<file path="config.mk">
export PLATFORM = sky130hd
export DESIGN_NAME = spi_px_stream_bridge
export DESIGN_NICKNAME = d
export VERILOG_FILES = /design/src/rtl/spi_px_stream_bridge.sv
export SDC_FILE = /design/constraint.sdc
export NUM_CORES = 1
export LEC_CHECK = 0
export ABC_AREA = 0
export CORE_MARGIN = 3
export CORE_UTILIZATION = 35
export CTS_CLUSTER_SIZE = 24
export DETAILED_ROUTE_END_ITERATION = 8
export SYNTH_ARGS = -nofsm -noshare
export SYNTH_HDL_FRONTEND = slang
export SYNTH_SLANG_ARGS = --single-unit
</file>
<file path="constraint.sdc">
create_clock -name clk_i -period 3.14 [get_ports clk_i]
set_input_delay 0.628 -clock clk_i [delete_from_list [all_inputs] [get_ports clk_i]]
set_output_delay 0.628 -clock clk_i [all_outputs]
set_load 0.005 [all_outputs]
</file>
<file path="src/rtl/spi_px_stream_bridge.sv">
// SPI-slave pixel bridge: MOSI words feed an input FIFO streamed to the core;
// core results fill an output FIFO that is shifted back out on MISO.
module spi_px_stream_bridge #(
   parameter int unsigned CH_BITS    = 8,
   parameter int unsigned NUM_CH     = 3,
   parameter int unsigned OUT_BITS   = 8,
   parameter int unsigned FIFO_DEPTH = 4
) (
   input  logic                      clk_i,
   input  logic                      nreset_i,
   input  logic                      spi_sck_i,
   input  logic                      spi_cs_i,
   input  logic                      spi_sdi_i,
   output logic                      spi_sdo_o,
   output logic [CH_BITS*NUM_CH-1:0] in_px_o,
   output logic                      in_px_valid_o,
   input  logic                      in_px_ready_i,
   input  logic [OUT_BITS-1:0]       out_px_i,
   input  logic                      out_px_valid_i,
   output logic                      out_px_ready_o,
   input  logic                      clr_flags_i,
   output logic                      rx_overflow_o,
   output logic                      tx_underflow_o
);
   localparam int unsigned IN_W  = CH_BITS * NUM_CH;
   localparam int unsigned RXC_W = (IN_W > 1) ? $clog2(IN_W) : 1;
   localparam int unsigned TXC_W = (OUT_BITS > 1) ? $clog2(OUT_BITS) : 1;
   localparam int unsigned PTR_W = $clog2(FIFO_DEPTH);
   localparam int unsigned LVL_W = PTR_W + 1;

   logic [1:0]          sck_sync_q, cs_sync_q, sdi_sync_q;
   logic                sck_prev_q, cs_prev_q;
   logic                sck_s, cs_s, sdi_s;
   logic                sck_rise_c, sck_fall_c, cs_fall_c, cs_rise_c;

   logic [IN_W-1:0]     rx_sr_q, rx_sr_d;
   logic [RXC_W-1:0]    rx_cnt_q, rx_cnt_d;
   logic                rx_push_q, rx_push_d;
   logic [OUT_BITS-1:0] tx_sr_q, tx_sr_d;
   logic [TXC_W-1:0]    tx_cnt_q, tx_cnt_d;
   logic                tx_load_c;
   logic                sdo_q, sdo_d;
   logic                ovf_q, ovf_d, unf_q, unf_d;

   logic [IN_W-1:0]     in_mem_q [FIFO_DEPTH];
   logic [PTR_W-1:0]    in_wr_q, in_wr_d, in_rd_q, in_rd_d;
   logic [LVL_W-1:0]    in_lvl_q, in_lvl_d;
   logic                in_valid_q, in_full_c, in_push_c, in_pop_c;

   logic [OUT_BITS-1:0] out_mem_q [FIFO_DEPTH];
   logic [PTR_W-1:0]    out_wr_q, out_wr_d, out_rd_q, out_rd_d;
   logic [LVL_W-1:0]    out_lvl_q, out_lvl_d;
   logic                out_ready_q, out_empty_c, out_push_c, out_pop_c;

   assign sck_s = sck_sync_q[1];
   assign cs_s  = cs_sync_q[1];
   assign sdi_s = sdi_sync_q[1];

   // sck edges only count inside a selected frame
   assign sck_rise_c = ~cs_s & sck_s & ~sck_prev_q;
   assign sck_fall_c = ~cs_s & ~sck_s & sck_prev_q;
   assign cs_fall_c  = ~cs_s & cs_prev_q;
   assign cs_rise_c  = cs_s & ~cs_prev_q;

   assign in_full_c   = (in_lvl_q == LVL_W'(FIFO_DEPTH));
   assign in_pop_c    = in_valid_q & in_px_ready_i;
   assign in_push_c   = rx_push_q & (~in_full_c | in_pop_c);
   assign out_empty_c = (out_lvl_q == '0);
   assign out_push_c  = out_px_valid_i & out_ready_q;
   assign out_pop_c   = tx_load_c & ~out_empty_c;

   // Serial shift/count control and sticky flags
   always_comb begin
      rx_sr_d   = rx_sr_q;
      rx_cnt_d  = rx_cnt_q;
      rx_push_d = 1'b0;
      tx_sr_d   = tx_sr_q;
      tx_cnt_d  = tx_cnt_q;
      tx_load_c = 1'b0;
      if (cs_rise_c) begin
         rx_sr_d  = '0;
         rx_cnt_d = '0;
         tx_cnt_d = '0;
      end else begin
         if (sck_rise_c) begin
            rx_sr_d = {rx_sr_q[IN_W-2:0], sdi_s};
            if (rx_cnt_q == RXC_W'(IN_W - 1)) begin
               rx_cnt_d  = '0;
               rx_push_d = 1'b1;
            end else begin
               rx_cnt_d = rx_cnt_q + RXC_W'(1);
            end
         end
         if (cs_fall_c || (sck_fall_c && tx_cnt_q == TXC_W'(OUT_BITS - 1))) begin
            tx_load_c = 1'b1;
            tx_sr_d   = out_empty_c ? '0 : out_mem_q[out_rd_q];
            tx_cnt_d  = '0;
         end else if (sck_fall_c) begin
            tx_sr_d  = tx_sr_q << 1;
            tx_cnt_d = tx_cnt_q + TXC_W'(1);
         end
      end
      sdo_d = ~cs_s & tx_sr_d[OUT_BITS-1];
      ovf_d = (rx_push_q & in_full_c & ~in_pop_c) | (ovf_q & ~clr_flags_i);
      unf_d = (tx_load_c & out_empty_c) | (unf_q & ~clr_flags_i);
   end

   // FIFO pointer and level bookkeeping
   always_comb begin
      in_wr_d   = in_wr_q;
      in_rd_d   = in_rd_q;
      in_lvl_d  = in_lvl_q;
      out_wr_d  = out_wr_q;
      out_rd_d  = out_rd_q;
      out_lvl_d = out_lvl_q;
      if (in_push_c) in_wr_d = in_wr_q + PTR_W'(1);
      if (in_pop_c)  in_rd_d = in_rd_q + PTR_W'(1);
      if (in_push_c && !in_pop_c)      in_lvl_d = in_lvl_q + LVL_W'(1);
      else if (!in_push_c && in_pop_c) in_lvl_d = in_lvl_q - LVL_W'(1);
      if (out_push_c) out_wr_d = out_wr_q + PTR_W'(1);
      if (out_pop_c)  out_rd_d = out_rd_q + PTR_W'(1);
      if (out_push_c && !out_pop_c)      out_lvl_d = out_lvl_q + LVL_W'(1);
      else if (!out_push_c && out_pop_c) out_lvl_d = out_lvl_q - LVL_W'(1);
   end

   always_ff @(posedge clk_i or negedge nreset_i) begin
      if (!nreset_i) begin
         sck_sync_q  <= '0;
         cs_sync_q   <= '1;
         sdi_sync_q  <= '0;
         sck_prev_q  <= 1'b0;
         cs_prev_q   <= 1'b1;
         rx_sr_q     <= '0;
         rx_cnt_q    <= '0;
         rx_push_q   <= 1'b0;
         tx_sr_q     <= '0;
         tx_cnt_q    <= '0;
         sdo_q       <= 1'b0;
         ovf_q       <= 1'b0;
         unf_q       <= 1'b0;
         in_mem_q    <= '{default: '0};
         in_wr_q     <= '0;
         in_rd_q     <= '0;
         in_lvl_q    <= '0;
         in_valid_q  <= 1'b0;
         out_mem_q   <= '{default: '0};
         out_wr_q    <= '0;
         out_rd_q    <= '0;
         out_lvl_q   <= '0;
         out_ready_q <= 1'b1;
      end else begin
         sck_sync_q  <= {sck_sync_q[0], spi_sck_i};
         cs_sync_q   <= {cs_sync_q[0], spi_cs_i};
         sdi_sync_q  <= {sdi_sync_q[0], spi_sdi_i};
         sck_prev_q  <= sck_s;
         cs_prev_q   <= cs_s;
         rx_sr_q     <= rx_sr_d;
         rx_cnt_q    <= rx_cnt_d;
         rx_push_q   <= rx_push_d;
         tx_sr_q     <= tx_sr_d;
         tx_cnt_q    <= tx_cnt_d;
         sdo_q       <= sdo_d;
         ovf_q       <= ovf_d;
         unf_q       <= unf_d;
         if (in_push_c) in_mem_q[in_wr_q] <= rx_sr_q;
         if (out_push_c) out_mem_q[out_wr_q] <= out_px_i;
         in_wr_q     <= in_wr_d;
         in_rd_q     <= in_rd_d;
         in_lvl_q    <= in_lvl_d;
         in_valid_q  <= (in_lvl_d != '0);
         out_wr_q    <= out_wr_d;
         out_rd_q    <= out_rd_d;
         out_lvl_q   <= out_lvl_d;
         out_ready_q <= (out_lvl_d != LVL_W'(FIFO_DEPTH));
      end
   end

   assign spi_sdo_o      = sdo_q;
   assign in_px_o        = in_mem_q[in_rd_q];
   assign in_px_valid_o  = in_valid_q;
   assign out_px_ready_o = out_ready_q;
   assign rx_overflow_o  = ovf_q;
   assign tx_underflow_o = unf_q;

endmodule

</file>
==> impl_metrics.yaml <==
worst_setup_path:
  cp-end-kind: "primary output"
  critical_path_peak_fanout: 13
  arrival_ps: 2360
  startpoint_type: "flop"
  r2r_slack_ps: 1090
  reg2reg_to: "out_px_ready_o$_DFF_PN1_"
  worstPathRequired_ps: 2510
  worstSetupPathType: "reg -> out"
  startpoint: "in_rd_q[1]$_DFFE_PN0P_"
  worstReg2RegStart: "tx_cnt_q[0]$_DFFE_PN0P_"
  reg2reg_depth: 6
final_layout:
  syn_to_final_growth_pct: 16.82
  stdcell_area_sq_um: 10060
  drive_above_1_share_pct: 33.23
  final_net_count: 694
  final_cells: 993
  final_util_pct: 42.21
  antenna_cells: 0
synth:
  synth.most_common_cell: "dfrtp_1"
  synthDistinctLibCells: 53
  seq_area_frac_synth_pct: 57.03
  synthArstFlopShare_pct: 100.0
  synth-main-ff-cell: "dfrtp_1"
  synth_top_cell_area_share_pct: 55.81
  netlist_instances: 609
  synthTopCellsByArea: "dfrtp_1, mux2_2, mux4_2"
  syn_nets: 642
  ys_ff_latch: 196
  yosys_warnings: 0
  syn_avg_cell_area_sq_um: 14.14
  synth_common_cells: "dfrtp_1, mux2_2, nand2_1"
  synthesis.area_sq_um: 8608
  yosysTopAreaCell: "dfrtp_1"
  synth_edf_count: 0
floorplanning:
  die_w_microns: 162.8
  core_area_sq_um: 23820
  rows: 56
  pin_count: 45
  die_height_microns: 162.8
  die_area_sq_um: 26510
  start_util_pct: 36.13
routing:
  drt-total-wl_microns: 16660
  drt_iter0_markers: 198
  ant_nets: 0
  first_pass_iters: 5
  wl_per_cell_microns: 16.78
  drc: 0
  vias: 5009
  viasPerCell: 5.044
clock_network:
  holdBufCountCts: 0
  cts-buffers-inserted: 17
  clock_path_buffers: 2
  cts_sinks: 196
  cts_tree: "yes"
  ctsHtreeMaxLevel: 4
  cts_resized: 0
  root_buffer: "clkbuf_16"
  clk_pin_slew_worst_paths_ps: 80
  cts_setup_buffers: 0
  clk_latency_ps: 440
grt:
  antenna_found_initial: 0
  grt.total_usage_pct: 13.38
  grt_overflow: 0
  grt_pass1_vias: 5419
  grt_first_pass_wirelength_microns: 28140
  grt_start_max_net_pins: 86
power:
  powerDensity_nw_per_um2: 661.0
  power_mw: 6.646
  p_leak_nw: 4.586
  vdd_drop_max_mv: 0.3460
sta:
  hold_violations: 0
  fin_worst_skew_ps: 13.65
  clock.fmax_mhz: 334.1
  tightest_slew_ps: 895.0
  post-route-period-util_pct: 95.31
  relSlewSlack_pct: 40.27
  fin_crit_ps: 2993
  maxSlewViolCount: 0
  rsz0062_at_grt: "no"
  setup-violations-final: 0
  setup_tns_ps: 0
status:
  status: "finished clean"
placed_design:
  gp_congestion: 0.8011
  port_buffers: 44
  place_area_sq_um: 9434
  dp_hpwl_microns: 10830
  dp_cells: 961
run:
  cap_violations: 0
min_path:
  min_path_type: "in -> async"
==> area by class of cell <==
cell class / count / area [sq um]
Fill cell: 2171 / 13770
Sequential cell: 196 / 4910
Multi-Input combinational cell: 370 / 3476
Timing Repair Buffer: 60 / 589.3
Clock buffer: 18 / 439.2
Tap cell: 319 / 399.1
Clock inverter: 14 / 182.7
Inverter: 16 / 60.06
==> kinds of logic after synthesis <==
family | count (synthesis) | synth area share [%]
xor gates and xnor gates | 9 | 0.9157
AOI/OAI and AO/OA | 68 | 5.131
adders and majority gates | 17 | 2.471
and+or+nand+nor | 112 | 6.206
buffers and inverters | 43 | 2.660
DFF | 196 | 57.03
muxes | 164 | 25.58
==> worst max-delay path, cell delays in order (launching register included) <==
cell and delay [ps]:
dfrtp_1 820, buf_4 290, mux4_2 340, clkdlybuf4s50_1 480
==> sequential cells by signal (all words and copies together), names as in the netlist, 3 cells and up <==
name       count
in_lvl_q       3
in_mem_q      96
out_lvl_q      3
out_mem_q     32
rx_cnt_q       5
rx_sr_q       24
tx_cnt_q       3
tx_sr_q        8
==> how the worst max path moves through the flow <==
stage                               endpoint  cells after the start
floorplan                        in_px_o[13]                      3
global placement                 in_px_o[21]                      3
detailed placement  in_mem_q[40]$_DFFE_PN0P_                      6
CTS                              in_px_o[21]                      3
global route                     in_px_o[21]                      3
finish                           in_px_o[21]                      3
==> cells in the final DEF (no fill, tap or decap), drive strengths merged, types with 2 or more instances in the layout <==
| cell | count |
|---|---|
| dfrtp | 192 |
| mux2 | 128 |
| nand2 | 79 |
| clkdlybuf4s50 | 43 |
| o21ai | 36 |
| mux4 | 32 |
| inv | 24 |
| clkbuf | 19 |
| ha | 17 |
| buf | 16 |
| xnor2 | 8 |
| a21oi | 7 |
| a22oi | 6 |
| nor2 | 6 |
| and2 | 4 |
| mux2i | 4 |
| dfstp | 4 |
| nand2b | 3 |
| nor2b | 3 |
| nand3 | 3 |
| clkinv | 3 |
| nand4b | 2 |
| o211ai | 2 |
| a222oi | 2 |
| a32o | 2 |
| bufinv | 2 |
==> layer usage <==
metal	vias to the layer above	part of all wire, %	track usage (%)
met5	-	0	0
met4	0	1.0	3.768
met3	12	2.5	2.772
met2	61	51	22.77
met1	2628	46	17.37
li1	2308	-	-
==> stage by stage <==
stage / hold WS [ps] / worst slack (ps)
3_5_place_dp: 349.6 / 589.3
4_1_cts: 256.1 / 122.6
2_1_floorplan: 331.2 / 1139
5_1_grt: 267.7 / 69.09
3_3_place_gp: 337.3 / 640.3
6_report: 232.3 / 147.3
==> power by group <==
part	switching [mW]	internal, mW	leakage, nW	total [mW]
clock	1.03	1.24	0.304	2.27
sequential	0.230	2.88	2.62	3.11
combinational	0.581	0.682	1.66	1.26
total	1.85	4.80	4.59	6.65
Power figures use the tool's default switching activity.
